### src/rtl/delay_sched_pkg.sv
// Shared definitions for the delay scheduler: state encoding, default sizes
// and the index-width helper used to size requester indices.
package delay_sched_pkg;

    localparam int NUM_REQ_DEF = 4;
    localparam int CNT_W_DEF   = 32;

    typedef enum logic [1:0] {
        ST_IDLE   = 2'd0,
        ST_LOAD   = 2'd1,
        ST_COUNT  = 2'd2,
        ST_FINISH = 2'd3
    } state_t;

    // Bits needed to index n requesters; never less than one.
    function automatic int idx_width(input int n);
        int w;
        w = 1;
        for (int k = 1; k < 31; k++) begin
            if ((1 << k) < n) w = k + 1;
        end
        return w;
    endfunction

endpackage

### src/rtl/rr_arbiter.sv
// Combinational round-robin pick: first set request bit searching upward
// from ptr+1 with wrap-around, returned one-hot and as an index.
module rr_arbiter
    import delay_sched_pkg::*;
#(
    parameter int NUM_REQ = NUM_REQ_DEF,
    localparam int IDX_W  = idx_width(NUM_REQ)
) (
    input  logic [NUM_REQ-1:0] req,
    input  logic [IDX_W-1:0]   ptr,
    output logic [NUM_REQ-1:0] pick,
    output logic [IDX_W-1:0]   pick_idx
);

    logic [IDX_W-1:0] cand;
    logic             found;

    always_comb begin
        pick     = '0;
        pick_idx = '0;
        cand     = '0;
        found    = 1'b0;
        // i = NUM_REQ lands back on ptr itself, so the last winner ranks last.
        for (int i = 1; i <= NUM_REQ; i++) begin
            cand = IDX_W'((int'(ptr) + i) % NUM_REQ);
            if (!found && req[cand]) begin
                found       = 1'b1;
                pick_idx    = cand;
                pick[cand]  = 1'b1;
            end
        end
    end

endmodule

### src/rtl/delay_scheduler.sv
// Shared down-counter that runs one requester's programmable delay at a time,
// chosen round-robin, and returns a single-cycle done pulse to the winner.
module delay_scheduler
    import delay_sched_pkg::*;
#(
    parameter int NUM_REQ = NUM_REQ_DEF,
    parameter int CNT_W   = CNT_W_DEF
) (
    input  logic                     clk,
    input  logic                     rst,
    input  logic [NUM_REQ-1:0]       req,
    input  logic [NUM_REQ*CNT_W-1:0] len,
    output logic [NUM_REQ-1:0]       gnt,
    output logic [NUM_REQ-1:0]       done,
    output logic                     busy,
    output state_t                   dbg_state,
    output logic [CNT_W-1:0]         dbg_count
);

    localparam int IDX_W = idx_width(NUM_REQ);

    // Handshake: req[i] is a level held until done[i] pulses; dropping it while
    // granted aborts the delay with no done. gnt[i] marks the owner of the counter.

    state_t             state, state_nxt;
    logic [IDX_W-1:0]   sel, sel_nxt;
    logic [IDX_W-1:0]   ptr, ptr_nxt;
    logic [CNT_W-1:0]   count, count_nxt;
    logic [NUM_REQ-1:0] pick;
    logic [IDX_W-1:0]   pick_idx;
    logic [NUM_REQ-1:0] sel_onehot;
    logic [CNT_W-1:0]   len_arr [NUM_REQ];

    for (genvar g = 0; g < NUM_REQ; g++) begin : g_len
        assign len_arr[g] = len[g*CNT_W +: CNT_W];
    end

    rr_arbiter #(.NUM_REQ(NUM_REQ)) u_arb (
        .req      (req),
        .ptr      (ptr),
        .pick     (pick),
        .pick_idx (pick_idx)
    );

    always_ff @(posedge clk or negedge rst) begin
        if (!rst) begin
            state <= ST_IDLE;
            sel   <= '0;
            ptr   <= IDX_W'(NUM_REQ - 1);
            count <= '0;
        end else begin
            state <= state_nxt;
            sel   <= sel_nxt;
            ptr   <= ptr_nxt;
            count <= count_nxt;
        end
    end

    always_comb begin
        state_nxt = state;
        sel_nxt   = sel;
        ptr_nxt   = ptr;
        count_nxt = count;
        case (state)
            ST_IDLE: begin
                if (|req) begin
                    sel_nxt   = pick_idx;
                    state_nxt = ST_LOAD;
                end
            end
            ST_LOAD: begin
                if (!req[sel]) begin
                    state_nxt = ST_IDLE;
                    ptr_nxt   = sel;
                    count_nxt = '0;
                end else begin
                    count_nxt = len_arr[sel];
                    state_nxt = (len_arr[sel] == '0) ? ST_FINISH : ST_COUNT;
                end
            end
            ST_COUNT: begin
                if (!req[sel]) begin
                    state_nxt = ST_IDLE;
                    ptr_nxt   = sel;
                    count_nxt = '0;
                end else if (count <= CNT_W'(1)) begin
                    // Holding at 1 (not 0) keeps the counter from ever wrapping.
                    state_nxt = ST_FINISH;
                end else begin
                    count_nxt = count - CNT_W'(1);
                end
            end
            ST_FINISH: begin
                state_nxt = ST_IDLE;
                ptr_nxt   = sel;
                count_nxt = '0;
            end
            default: state_nxt = ST_IDLE;
        endcase
    end

    always_comb begin
        sel_onehot      = '0;
        sel_onehot[sel] = 1'b1;
    end

    assign gnt       = (state == ST_LOAD || state == ST_COUNT) ? sel_onehot : '0;
    assign done      = (state == ST_FINISH) ? sel_onehot : '0;
    assign busy      = (state != ST_IDLE);
    assign dbg_state = state;
    assign dbg_count = count;

endmodule

### config.mk
export PLATFORM = sky130hd
export DESIGN_NAME = delay_scheduler
export DESIGN_NICKNAME = d
export VERILOG_FILES = /design/src/rtl/delay_sched_pkg.sv /design/src/rtl/rr_arbiter.sv /design/src/rtl/delay_scheduler.sv
export SDC_FILE = /design/constraint.sdc
export NUM_CORES = 1
export LEC_CHECK = 0
export CORE_UTILIZATION = 35
export CTS_CLUSTER_DIAMETER = 80
export DETAILED_ROUTE_END_ITERATION = 8
export PLACE_DENSITY_LB_ADDON = 0.08
export SLEW_MARGIN = 20
export SYNTH_ARGS = -nofsm -noshare
export SYNTH_HDL_FRONTEND = slang
export SYNTH_HIERARCHICAL = 1
export SYNTH_SLANG_ARGS = --single-unit
### constraint.sdc
create_clock -name clk -period 2.4 [get_ports clk]
set_input_delay 0.24 -clock clk [delete_from_list [all_inputs] [get_ports clk]]
set_output_delay 0.24 -clock clk [all_outputs]
set_load 0.05 [all_outputs]
Word-level counts from Yosys, hierarchy flattened
Cells that the tools add are included.
- output and inout port bits: 43
- register bits: 38
- input port bits: 134
- equality and inequality tests: 7
- bitwise operators: 1
- $lt $le $gt $ge: 8
- add/subtract/negate cells: 5
- reductions and logical operators: 19
- multiplexer cells: 36
- operator list (cell ; count):
    32-bit two-way mux ; 5
    32-bit one-hot mux with 3 select lines ; 1
    32-bit binary-select mux with 2-bit select ; 1
    32-bit by 1-bit <= comparator with 1-bit output (second input constant) ; 1
    32-bit zero test ; 1
    32-bit by 1-bit subtractor with 32-bit output (second input constant) ; 1
    2-bit two-way mux ; 9
    2-bit by 3-bit < comparator with 1-bit output (second input constant) ; 5
    1-bit binary-select mux with 2-bit select ; 5
    1-bit two-way mux ; 10
    4-bit two-way mux ; 2
    2-bit one-hot mux with 4 select lines ; 1
    2-bit AND reduction ; 4
    3-bit != test (second input constant) ; 2
    2-bit by 1-bit adder with 2-bit output (second input constant) ; 2
    2-bit adder (second input constant) ; 2
    2-bit == test (second input constant) ; 2
    1-bit logical AND ; 4
    2-bit != test (second input constant) ; 2
    2-bit one-hot mux with 2 select lines ; 1
    2-bit nonzero test ; 2
    4-bit OR reduction ; 1
    3-bit >= comparator (second input constant) ; 1
    1-bit zero test ; 3
    other kinds (8) ; 8

Logic depth before layout (Yosys ltp)
Gate-level depths: netlist (run 1).
- depth in word-level cells: 13
- depth in mapped cells: 9
- mapped depth without buffers: 7

Cells and area by module
Netlist (run 1), hierarchy kept.
- modules (own cells, without submodules) (module ; area each (sq um) ; seq. area each (sq um) ; times used ; cells an instance):
    delay_scheduler ; 3390.8 ; 953.4 ; 1 ; 333
    rr_arbiter ; 490.5 ; 0.0 ; 1 ; 59

Worst setup path before layout (run 1)
OpenSTA, ideal clock, no wires.
- path kind: flip-flop to flip-flop
- start: register count[0] (netlist: dbg_count[0])
- end: register count[26] (netlist: dbg_count[26])
- data required time: 2278 ps
- path slack: -245 ps
- arrival time: 2524 ps
- setup time: 122 ps
- stages on the path, launching flop included: 8
- cell sequence: dfrtp_1 inv_1 ha_1 or4b_4 nor2_2 nand2_4 or4_1 a32o_1
- cells in the longest elaborated chain, start to end: 4
- RTL lines (what ; line ; source):
    start, declared ; delay_scheduler.sv:28 ; logic [CNT_W-1:0] count, count_nxt;
    start signal, assigned ; delay_scheduler.sv:55 ; count <= count_nxt;
    32-bit by 1-bit subtractor with 32-bit output ; delay_scheduler.sv:90 ; count_nxt = count - CNT_W'(1);
    32-bit two-way mux ; delay_scheduler.sv:86 ; end else if (count <= CNT_W'(1)) begin
    32-bit two-way mux ; delay_scheduler.sv:82 ; if (!req[sel]) begin
    32-bit one-hot mux with 3 select lines ; delay_scheduler.sv:64 ; case (state)
Parallel ways exist; a longest one is shown, timed or not. The select of a mux whose other input is x is not followed.
A chain may end at the register's enable or synchronous reset.

Final worst setup path (run 1)
- start: register count[17] (netlist: dbg_count[17])
- end: register count[23] (netlist: dbg_count[23])
The elaborated chain is that of the path after synthesis.

==> results.toml, run 1 <==
[place]
globalplace.congestion = 0.9011
io_buffers = 176
placed_cells = 687
dpl_cell_area_sq_mm = 0.005854
dp_hpwl_um = 12560

[clock_tree]
ctsRootBufferMaster = "clkbuf_8"
cts-buffers-inserted = 5
clk_latency_ns = 0.29
cts.reportedPaths.clkPinSlew_ns = 0.08
clock_path_buffers = 2
htreeDepth = 2
clock_sinks = 38
cts_tree = "yes"

[timing]
fin_tns_setup_ns = 0
rsz0062_at_grt = "yes"
skew_ns = 0.006066
max_freq_mhz = 427.3
slew_headroom = 0.4088
fin_hold_ws_ns = 0.07218
setup_viol = 0
tightest_slew_ns = 0.8869
final-hold-violation-count = 0
finalCriticalPeriod_ns = 2.340
maxSlewViolCount = 0
period_share = 0.9751

[worst_setup_path]
cp_slowest_cell = "or4_4"
endpoint_kind = "flip-flop"
crit_path_max_incr_delay_ns = 0.61
critPathKind = "flip-flop to flip-flop"
cp.arrival_ns = 2.50
required_ns = 2.56
worst_setup_path_start_kind = "flip-flop"
path_cells = "or4_4, nor4_4, buf_4, a31o_2, o311ai_0, o311ai_0"
crit_path_max_fanout = 14
crit_top_cell = "o311ai_0"
r2r_slack_ns = 0.06

[global_route]
grt_usage = 0.2797
gr-total-overflow = 0
antenna_found_initial = 0
grt_max_degree = 44
grt_pass1_wl_um = 23410
grt_pass1_vias = 4241

[drt]
wl_um = 15070
drt_first_pass_iters = 6
drt_iter0_markers = 430
drc_errors = 0
ant_nets = 0
vias = 4145
wire_per_inst_um = 21.53
viasPerCell = 5.921

[synthesis]
synth_area_per_cell_sq_um = 10.01
ys_warn_count = 6
synthCells = 365
synth_nets = 507
synth_area_sq_mm = 0.003655

[floorplan]
die_area_sq_mm = 0.01085
initial_core_util = 0.3671
io_pins = 177
die_width_um = 104.2
rows = 36
core-area_sq_mm = 0.009955
die_h_um = 104.2

[power_and_ir_drop]
power.density_mw_per_mm2 = 1338
ir_drop_v = 0.0005580
leakagePower_nw = 2.340

[final_layout]
design_area_sq_mm = 0.006026
stdcell_count = 700
final_common_cell = "clkdlybuf4s50_1"
drive_gt1_frac = 0.2434
antennaDiodeCount = 0
fin_nets = 708
layout_common_cells = "clkdlybuf4s50_1, buf_4, mux4_2"
syn2layout_area_growth_pct = 64.88
utilization = 0.6053
fillers = 858

[status]
status = "completed"

[hold_path]
hold_path_class = "primary input to asynchronous set/reset pin"

[flow_run]
drv_cap = 0
-- timing repair --
item | CTS | global route
setup endpoints to repair | 0 | 13
setup buffers | 0 | 5
resized for setup | 0 | 3
hold buffers | 0 | 0
-- where the power goes --
part	switching (mW)	internal [mW]	leakage, nW
combinational	3.52	2.73	1.80
sequential	0.303	0.930	0.480
clock	0.241	0.339	0.0585
total	4.06	4.00	2.34
-- layer usage --
layer / up-vias / GRT usage / routed length [um]
met2: 231 / 0.4700 / 7286
met4: 0 / 0.06735 / 265
met5: - / 0 / 0
met3: 27 / 0.06391 / 1426
li1: 1881 / - / -
met1: 2006 / 0.3640 / 6090
-- sequential cells by signal, indices dropped and copies added (netlist names) --
| register | flops |
|---|---|
| ptr | 2 |
| sel | 2 |
| dbg_count | 32 |
| dbg_state | 2 |
-- area by class of cell --
| class | instances | area (sq um) | area share |
|---|---|---|---|
| clock buffers | 7 | 86.33 | 0.01433 |
| clock inverters | 1 | 30.03 | 0.004983 |
| inverters | 9 | 33.78 | 0.005606 |
| multi-input cells | 290 | 2555 | 0.4240 |
| flip-flops and latches | 38 | 959.7 | 0.1593 |
| well taps | 133 | 166.4 | 0.02762 |
| repair buffers | 222 | 2195 | 0.3642 |
-- stage by stage --
| stage | setup WS [ns] | total power [mW] |
|---|---|---|
| after floorplan | -0.01025 | 5.174 |
| after global placement | 0.1207 | 7.294 |
| after detailed placement | 0.05710 | 7.340 |
| after CTS | 0.03511 | 7.948 |
| after global routing | -0.03047 | 8.522 |
| final | 0.05968 | 8.060 |
-- final timing paths --
| path | startpoint | endpoint | cells after the start |
|---|---|---|---|
| min reg2reg | dbg_count[28]$_DFFE_PN0P_ | dbg_count[28]$_DFFE_PN0P_ | 1 |
| max reg2reg | dbg_count[17]$_DFFE_PN0P_ | dbg_count[23]$_DFFE_PN0P_ | 6 |
| max | dbg_count[17]$_DFFE_PN0P_ | dbg_count[23]$_DFFE_PN0P_ | 6 |
| max in group asynchronous | rst | dbg_count[0]$_DFFE_PN0P_ | 1 |
| min in group clk | dbg_count[28]$_DFFE_PN0P_ | dbg_count[28]$_DFFE_PN0P_ | 1 |
| min | rst | sel[1]$_DFFE_PN0P_ | 1 |
-- critical path, delay by kind of cell, from the launching register on --
kind,cells,cell delay (ns)
buf+inv,1,0.19
flops,1,0.39
compound gates,3,0.70
simple gates,2,0.92
Note: power is estimated with default switching activity, not from simulation.
==> run 2, diff against run 1 <==
--- a/config.mk
+++ b/config.mk
@@ -5,11 +5,12 @@
 export SDC_FILE = /design/constraint.sdc
 export NUM_CORES = 1
 export LEC_CHECK = 0
+export CAP_MARGIN = 20
 export CORE_UTILIZATION = 35
 export CTS_CLUSTER_DIAMETER = 80
 export DETAILED_ROUTE_END_ITERATION = 8
 export PLACE_DENSITY_LB_ADDON = 0.08
-export SLEW_MARGIN = 20
+export SLEW_MARGIN = 0
 export SYNTH_ARGS = -nofsm -noshare
 export SYNTH_HDL_FRONTEND = slang
 export SYNTH_HIERARCHICAL = 1
==> results of run 2 <==
No change in the layout: final DEF, timing and power equal those of run 1.
==> run 3, diff against run 2 <==
--- a/config.mk
+++ b/config.mk
@@ -5,11 +5,13 @@
 export SDC_FILE = /design/constraint.sdc
 export NUM_CORES = 1
 export LEC_CHECK = 0
+export ABC_AREA = 1
 export CAP_MARGIN = 20
 export CORE_UTILIZATION = 35
 export CTS_CLUSTER_DIAMETER = 80
 export DETAILED_ROUTE_END_ITERATION = 8
 export PLACE_DENSITY_LB_ADDON = 0.08
+export SETUP_SLACK_MARGIN = 0.1
 export SLEW_MARGIN = 0
 export SYNTH_ARGS = -nofsm -noshare
 export SYNTH_HDL_FRONTEND = slang
==> run 3 against run 2 <==
Against the previous run:
- the run now ends with DRC left
- cell count is 51% higher
- final area increased by 3.7%
- synthesized cell count rose by 100%
- combinational power decreased by 2%
- sequential share of layout area shrank 0.66 points
- clock skew shrank 0.00067 ns
- highest routed layer unchanged
==> results.toml, run 3 <==
[timing]
final-hold-violation-count = 0
fin_tns_setup_ns = 0
tightest_slew_ns = 0.8906
setup_viol = 0
max_freq_mhz = 473.6
slew_headroom = 0.4063
skew_ns = 0.005397
period_share = 0.8798
rsz0062_at_grt = "no"
maxSlewViolCount = 0
finalCriticalPeriod_ns = 2.112

[drt]
wire_per_inst_um = 15.92
vias = 5417
viasPerCell = 5.139
drt_first_pass_iters = 7
ant_nets = 0
drc_errors = 40
drt_iter0_markers = 512
wl_um = 16780

[worst_setup_path]
r2r-start = "dbg_count[0]$_DFFE_PN0P_"
critPathTopFamily = "simple AND/OR/NAND/NOR gates"
critPathKind = "flip-flop to flip-flop"
required_ns = 2.58
r2r_slack_ns = 0.29
critical_path_depth = 10
worst-r2r-cell-count = 10
crit_path_max_fanout = 5
startpoint = "dbg_count[0]$_DFFE_PN0P_"
crit_path_max_incr_delay_ns = 0.41
worst_setup_path_start_kind = "flip-flop"
crit_top_cell = "nor2_1"
path_cells = "inv_1, ha_1, nand3_1, nor2_1, nand2_2, nor2_4, xnor2_1, nor2_1, o21ai_0, nand2_1"
worst-path-buf-inv = 1
r2r-end = "dbg_count[20]$_DFFE_PN0P_"
endpoint_kind = "flip-flop"
cp_slowest_cell = "dfrtp_1"
crit_end = "dbg_count[20]$_DFFE_PN0P_"
cp.arrival_ns = 2.29

[final_layout]
drive_gt1_frac = 0.07135
antennaDiodeCount = 0
syn2layout_area_growth_pct = 50.27
register_area_sq_um = 953.4
largest_reg_flops = 32
layout_common_cells = "nand2_1, clkdlybuf4s50_1, nor2_1"
stdcell_count = 1054
fillers = 1170
fin_nets = 1053
final_common_cell = "nand2_1"
multiInputGateArea_sq_mm = 0.002851

[flow_run]
drv_cap = 0

[global_route]
grt_usage = 0.2806
busiest_layer = "met2"
antenna_found_initial = 0
grt_max_degree = 46
use_met2 = 0.4612
grt_pass1_wl_um = 27720
use_met3 = 0.05303
grt_pass1_vias = 5246
gr-total-overflow = 0
use_met1 = 0.3716

[floorplan]
die_area_sq_mm = 0.01232
io_pins = 177
core-area_sq_mm = 0.01152
initial_core_util = 0.3609
rows = 39
die_width_um = 111.0
die_h_um = 111.0

[synthesis]
ys_warn_count = 6
synth_area_per_cell_sq_um = 5.602
synth_area_sq_mm = 0.004156
synthCells = 742
synth_nets = 884

[clock_tree]
postCtsSetupRepairBufs = 0
cts-buffers-inserted = 5
clk_latency_ns = 0.29
cts_tree = "yes"
clock_path_buffers = 2
cts_hold_buffers = 0
clock_sinks = 38
ctsRootBufferMaster = "clkbuf_16"
cts.reportedPaths.clkPinSlew_ns = 0.06
htreeDepth = 2
cts_resized = 0

[power_and_ir_drop]
power.density_mw_per_mm2 = 1267
ir_drop_v = 0.0006065
leakagePower_nw = 3.039

[status]
violations = "DRC"
status = "finished with violations"

[place]
dp_hpwl_um = 13230
placed_cells = 1046
io_buffers = 176
globalplace.congestion = 0.8980

[hold_path]
hold_path_class = "primary input to asynchronous set/reset pin"
[run 3: worst reg2reg max path: stages, from the launching register on]
cell and delay, ns:
dfrtp_1 0.41, inv_1 0.13, ha_1 0.22, nand3_1 0.17, nor2_1 0.33, nand2_2 0.17
nor2_4 0.18, xnor2_1 0.14, nor2_1 0.05, o21ai_0 0.15, nand2_1 0.06
[run 3: worst min-delay path by stage]
stage                                            to  slack [ns]
after floorplan            dbg_count[0]$_DFFE_PN0P_       -0.06
after global placement    dbg_count[23]$_DFFE_PN0P_        0.41
after detailed placement  dbg_count[22]$_DFFE_PN0P_        0.41
after CTS                 dbg_count[22]$_DFFE_PN0P_        0.11
after global routing      dbg_count[22]$_DFFE_PN0P_        0.16
final                     dbg_count[22]$_DFFE_PN0P_        0.07
[run 3: where the power goes]
part           total (mW)  internal [mW]  switching (mW)  leakage [nW]
clock               0.649          0.376           0.273        0.0694
sequential           1.16          0.863           0.302         0.497
combinational        6.10           2.00            4.11          2.47
[run 3: layer usage]
metal	share of wire	wire length, um
met5	0	0
met4	0.022	371
met3	0.085	1421
met2	0.46	7740
met1	0.43	7246
[run 3: cell type report]
| class | instances | area share |
|---|---|---|
| clock inverters | 2 | 0.001603 |
| flip-flops and latches | 38 | 0.1526 |
| inverters | 52 | 0.03325 |
| multi-input cells | 624 | 0.4565 |
| well taps | 143 | 0.02865 |
| repair buffers | 190 | 0.3073 |
| clock buffers | 5 | 0.02003 |
[run 3: per-stage QoR]
step | total power, mW | hold WS, ns | setup WS, ns | utilization | area, sq um
3_3_place_gp | 7.145 | 0.4077 | 0.2066 | 0.5296 | 6098
2_1_floorplan | 5.349 | -0.05559 | 0.3050 | - | 4156
5_1_grt | 8.614 | 0.1585 | 0.1081 | 0.5424 | 6246
4_1_cts | 7.893 | 0.1149 | 0.1177 | 0.5413 | 6233
6_report | 7.916 | 0.07305 | 0.2885 | 0.5424 | 6246
3_5_place_dp | 7.213 | 0.4147 | 0.1466 | 0.5296 | 6098
